File: src/rtl/uart_pkg.sv
// uart_pkg: shared state encoding and frame constants for the stream UART transmitter
package uart_pkg;
    typedef enum logic [2:0] {IDLE, START, DATA, STOP, GAP} state_t;
    localparam int   FRAME_BITS = 10;
    localparam logic UART_IDLE  = 1'b1;
endpackage

File: src/rtl/uart_bit_timer.sv
// uart_bit_timer: bit-period down-counter; tick marks the last cycle of each bit period
//   clk, rst : clock and synchronous active-high reset
//   load     : reload the counter with div (start of a frame or end of a bit)
//   div      : bit period minus one, in clk cycles
//   tick     : high in the final cycle of the current bit period
module uart_bit_timer #(
    parameter int DIV_W = 16
) (
    input  logic             clk,
    input  logic             rst,
    input  logic             load,
    input  logic [DIV_W-1:0] div,
    output logic             tick
);
    logic [DIV_W-1:0] cnt;
    assign tick = cnt == '0;
    // Reload is to div, not div+1, so an all-ones divider never overflows.
    always_ff @(posedge clk) begin
        if (rst) cnt <= '0;
        else if (load) cnt <= div;
        else if (cnt != '0) cnt <= cnt - DIV_W'(1);
    end
endmodule

File: src/rtl/stream_uart_tx.sv
// stream_uart_tx: AXI4-stream byte sink serialised onto an 8N1 UART line with packet gap
//   clk, rst : clock and synchronous active-high reset
//   baud_div : bit period minus one, latched per accepted byte
//   s_data, s_valid, s_last, s_ready : stream input handshake
//   txd      : registered UART output, idle high
//   busy     : frame or post-packet gap in progress
//   pkt_done : one-cycle pulse after a last byte's frame and gap
module stream_uart_tx
    import uart_pkg::*;
#(
    parameter int DW       = 8,
    parameter int DIV_W    = 16,
    parameter int GAP_BITS = 2
) (
    input  logic             clk,
    input  logic             rst,
    input  logic [DIV_W-1:0] baud_div,
    input  logic [DW-1:0]    s_data,
    input  logic             s_valid,
    input  logic             s_last,
    output logic             s_ready,
    output logic             txd,
    output logic             busy,
    output logic             pkt_done
);
    localparam int GW = GAP_BITS > 0 ? $clog2(GAP_BITS + 1) : 1;
    localparam logic [2:0] LAST_BIT = 3'(FRAME_BITS - 3);

    if (DW != 8) begin : g_bad_dw
        $error("stream_uart_tx supports only DW=8");
    end

    state_t           state;
    logic [DW-1:0]    sh;
    logic [2:0]       bit_cnt;
    logic [GW-1:0]    gap_cnt;
    logic [DIV_W-1:0] div_q;
    logic             last_q;
    logic             tick;
    logic             xfer;

    assign s_ready = state == IDLE && !rst;
    assign xfer    = s_valid && s_ready;
    assign busy    = state != IDLE;

    // The timer restarts on acceptance with the fresh divider, then reloads
    // from the latched copy so mid-frame divider changes are ignored.
    uart_bit_timer #(.DIV_W(DIV_W)) u_timer (
        .clk  (clk),
        .rst  (rst),
        .load (xfer || tick),
        .div  (xfer ? baud_div : div_q),
        .tick (tick)
    );

    always_ff @(posedge clk) begin
        if (rst) begin
            state    <= IDLE;
            txd      <= UART_IDLE;
            pkt_done <= 1'b0;
            sh       <= '0;
            bit_cnt  <= '0;
            gap_cnt  <= '0;
            div_q    <= '0;
            last_q   <= 1'b0;
        end else begin
            pkt_done <= 1'b0;
            case (state)
                IDLE: if (xfer) begin
                    state  <= START;
                    txd    <= 1'b0;
                    sh     <= s_data;
                    last_q <= s_last;
                    div_q  <= baud_div;
                end
                START: if (tick) begin
                    state   <= DATA;
                    txd     <= sh[0];
                    sh      <= sh >> 1;
                    bit_cnt <= '0;
                end
                DATA: if (tick) begin
                    if (bit_cnt == LAST_BIT) begin
                        state <= STOP;
                        txd   <= UART_IDLE;
                    end else begin
                        txd     <= sh[0];
                        sh      <= sh >> 1;
                        bit_cnt <= bit_cnt + 3'd1;
                    end
                end
                STOP: if (tick) begin
                    if (last_q && GAP_BITS > 0) begin
                        state   <= GAP;
                        gap_cnt <= GW'(GAP_BITS - 1);
                    end else begin
                        state    <= IDLE;
                        pkt_done <= last_q;
                    end
                end
                GAP: if (tick) begin
                    if (gap_cnt == '0) begin
                        state    <= IDLE;
                        pkt_done <= 1'b1;
                    end else begin
                        gap_cnt <= gap_cnt - GW'(1);
                    end
                end
                default: state <= IDLE;
            endcase
        end
    end
endmodule

File: config.mk
export PLATFORM = sky130hd
export DESIGN_NAME = stream_uart_tx
export DESIGN_NICKNAME = d
export VERILOG_FILES = /design/src/rtl/uart_pkg.sv /design/src/rtl/uart_bit_timer.sv /design/src/rtl/stream_uart_tx.sv
export SDC_FILE = /design/constraint.sdc
export NUM_CORES = 1
export LEC_CHECK = 0
export BUFFER_PORTS_ARGS = -buffer_cell sky130_fd_sc_hd__clkbuf_2
export CORE_MARGIN = 5
export CORE_UTILIZATION = 30
export CTS_BUF_LIST = sky130_fd_sc_hd__clkbuf_8
export CTS_CLUSTER_DIAMETER = 40
export CTS_CLUSTER_SIZE = 16
export DETAILED_ROUTE_END_ITERATION = 8
export PLACE_DENSITY_LB_ADDON = 0.1
export SLEW_MARGIN = 20
export SYNTH_ARGS = -nofsm -noshare
export SYNTH_HDL_FRONTEND = slang
export SYNTH_HIERARCHICAL = 1
export SYNTH_SLANG_ARGS = --single-unit
File: constraint.sdc
create_clock -name clk -period 9.34 [get_ports clk]
set_input_delay 0.934 -clock clk [delete_from_list [all_inputs] [get_ports clk]]
set_output_delay 0.934 -clock clk [all_outputs]
set_load 0.005 [all_outputs]
==> parameters.txt <==
Parameter                              Value

Run status
  Status ... completed

CTS
  Post-CTS setup buffers ... 0
  TritonCTS clock tree ... done
  Worst-skew pair later-pin latency ... 0.31 ns
  Clock transition at the registers of the reported paths ... ~0.090 ns
  Clock tree buffer depth ... 2
  CTS buffer count ... 5
  Number of H-tree levels ... 2
  Number of instances resized during post-cts repair ... 0
  Buffer cell driving the clock tree root ... clkbuf_8
  TritonCTS Sinks ... 51
  Hold_buf cts ... 0

Finish
  Total inserted antenna cells ... 0
  Area Growth Syn to Fin ... 10.4%
  Number of nets at the end of the flow ... around 370
  Final core utilization ... between 30 and 40%
  Final non-filler cell area ... roughly 3100 um2
  Share of post-route cells with drive strength above 1 ... 20.5%

Global routing
  Vias in the first global route ... roughly 2,300
  Global-route wire length before repair ... 11,000 um
  GRT Residual Overflow ... 0
  Antenna violations before repair ... 0
  Maximum number of pins on one net before global-route repair ... between 50 and 60
  Total global-route track usage ... approximately an eighth

Power and ir drop
  Power per standard cell area ... 238 nW/um2
  VDD IR max ... 0.0787 mV
  Leakage power total ... between 1 and 1.5 nW
  Overall power of the completed layout ... 0.725 mW

Placed design
  Estimated wirelength of the detail-placed design ... approximately 4400 um
  Routability-driven placement congestion ratio ... 0.757
  Port bufs ... 31
  Placed instance area ... between 2000 and 3000 um2

Worst setup path
  Worst reg2reg endpoint ... u_timer/cnt[13]$_SDFFE_PP0P_
  Worst reg2reg path startpoint ... u_timer/cnt[0]$_SDFFE_PP0P_
  Setup slack of the worst register-to-register path ... slightly above 5 ns
  Critical path type ... reg -> reg
  Kind of end point of the critical path ... flop
  Data arrival time at the worst-slack endpoint ... roughly 4.5 ns
  Top fanout value on the critical path ... 15
  Endpoint required time on the critical path ... about 9.6 ns
  Type of element launching the critical path ... flop
  Depth of the worst register-to-register path ... 10

Timing
  Final TNS setup ... 0 ns
  Worst slew margin relative to its limit ... approximately a third
  Worst Skew ... 0.00935 ns
  Slew @ Worst Pin ... ~0.97 ns
  Setup repair after global routing missed its margin ... no
  Portion of the clock cycle consumed by the worst path in the final layout ... about 46%
  Number of hold violations in the final report ... 0
  Number of max-slew violations in the final report ... 0
  Final setup violation count ... 0
  Final Critical Period ... ~4.3 ns
  Highest Clock Rate ... approximately 0.23 GHz

Yosys
  Flip-flop and latch count after synthesis ... 51
  Post-synth net total ... roughly 350
  Largest cells by area after synthesis ... dfxtp_1 37%, nand2_1 7.5%, mux2_2 6.5%
  Fraction of synthesized cell area taken by the top area cell type ... a little under two fifths
  Most used DFF post-synth ... dfxtp_1
  Cells after synthesis ... between 300 and 400
  Most repeated cell in the gate-level netlist after synthesis ... nand2_1
  Fraction of synthesis flops using an asynchronous set or reset pin ... 0%
  Proportion of synthesized chip area in sequential cells ... 36.9%
  Netlist cell types ... 62
  Number of enable flip-flop cells after synthesis ... 0
  Commonest cells in the netlist ... 55 x nand2_1, 51 x dfxtp_1, 25 x a21oi_1
  Cell area after synthesis ... between 2000 and 3000 um2
  Library cell occupying the most area in the post-synthesis netlist ... dfxtp_1
  Number of warnings printed during yosys synthesis ... 6
  Synthesized area per cell ... about 8.6 um2

Hold path
  Type of the most critical hold path ... reg -> reg
  Beginning of the worst hold path ... div_q[6]$_SDFFE_PP0N_
  Hold Crit Depth ... 2
  End point of the worst hold path ... div_q[6]$_SDFFE_PP0N_

Die
  Die Y ... between 100 and 150 um
  I/O pin count ... 32
  Core area ... about 9000 um2
  Die area ... 11,200 um2
  Horizontal extent of the die ... between 100 and 150 um
  Starting utilization of the core area ... between 30% and 40%
  Rows ... 35

Job
  Number of max-cap violations ... 0

Detailed routing
  Residual antenna-violating net count after detailed routing ... 0
  Average via count per standard cell ... 5.07
  Number of vias in the routed layout ... roughly 2,300
  DRT iter0 DRCs ... 64
  Number of detailed-route iterations in the first pass ... 4
  Residual DRC ... 0
  DRT Wirelength ... around 6300 um
  Wire per inst ... 14.0 um
-- sequential cells by signal, indices dropped and copies added, names as in the netlist --
| register | flops |
|---|---|
| state | 3 |
| u_timer/cnt | 16 |
| bit_cnt | 3 |
| gap_cnt | 2 |
| last_q | 1 |
| sh | 8 |
| pkt_done | 1 |
| txd | 1 |
| div_q | 16 |
-- worst max-delay path, stage by stage, from the launching register on --
cell	delay, ns
dfxtp_1	0.34
inv_1	0.08
ha_1	0.20
or3b_2	0.53
or4_4	0.59
nor2_1	0.56
nand2b_1	0.51
nor2b_1	0.83
nand2_1	0.15
a31o_2	0.28
nor3_1	0.12
-- cells in the final DEF (no fill, tap or decap), types with 3 or more instances in the layout --
cell,count
clkbuf_8,5
o21ai_1,3
dfxtp_1,51
ha_1,4
a21oi_1,25
a41oi_1,3
clkbuf_2,31
nand2_1,55
nor3_1,9
nor2b_1,5
nor2_1,20
nand2b_1,3
o21ai_0,10
o31ai_1,3
inv_1,9
xnor2_1,9
nand3b_1,4
nand3_1,4
a211oi_1,7
mux2i_1,9
nor3b_1,4
mux2_2,16
-- metrics by stage --
step                      hold WS, ns  setup slack, ns  instances
after CTS                       0.460             5.03        452
after global routing            0.482             4.77        452
final                           0.458             5.08        452
after detailed placement        0.446             4.96        444
after global placement          0.438             5.12        444
after floorplan                 0.433             6.02        322
-- area by class of cell --
class | count | area, um2
inverters | 8 | 30.0
fillers | 950 | 6060
flip-flops and latches | 51 | 1020
clock inverters | 3 | 16.3
clock buffers | 5 | 68.8
well taps | 111 | 139
repair buffers | 32 | 163
multi-input cells | 242 | 1610
-- where the power goes --
part / internal [mW] / total [mW] / switching, mW
sequential: 0.253 / 0.288 / 0.0349
clock: 0.0515 / 0.127 / 0.0756
combinational: 0.133 / 0.310 / 0.177
total: 0.438 / 0.725 / 0.287
-- worst max-delay path by stage --
| stage | from | to | slack (ns) | cells after the start |
|---|---|---|---|---|
| 6_report | u_timer/cnt[0]$_SDFFE_PP0P_ | u_timer/cnt[13]$_SDFFE_PP0P_ | 5.08 | 10 |
| 5_1_grt | u_timer/cnt[0]$_SDFFE_PP0P_ | u_timer/cnt[14]$_SDFFE_PP0P_ | 4.77 | 10 |
| 4_1_cts | u_timer/cnt[0]$_SDFFE_PP0P_ | u_timer/cnt[13]$_SDFFE_PP0P_ | 5.03 | 10 |
| 3_5_place_dp | rst | u_timer/cnt[13]$_SDFFE_PP0P_ | 4.96 | 8 |
| 3_3_place_gp | rst | u_timer/cnt[13]$_SDFFE_PP0P_ | 5.12 | 8 |
| 2_1_floorplan | u_timer/cnt[0]$_SDFFE_PP0P_ | u_timer/cnt[13]$_SDFFE_PP0P_ | 6.02 | 12 |
-- layer usage --
| metal | wire length [um] | vias to the layer above | track usage (%) |
|---|---|---|---|
| met4 | 48 | 0 | 2.78 |
| li1 | - | 1190 | - |
| met5 | 0 | - | 0 |
| met1 | 3260 | 1071 | 16.1 |
| met3 | 230 | 4 | 2.85 |
| met2 | 2810 | 27 | 18.6 |
-- cell families (layout without fill, tap and decap cells) --
kind of cell	after synthesis	in the layout	share of synthesized area, %
flip-flops	51	51	36.9
adder cells (fa/ha/maj)	4	4	1.81
buffers and inverters	29	48	4.71
AO/OA/AOI/OAI	75	75	18.8
multiplexers	25	25	9.77
XOR/XNOR	10	10	3.17
AND/OR/NAND/NOR	128	128	24.8
(Power assumes the default switching activity.)
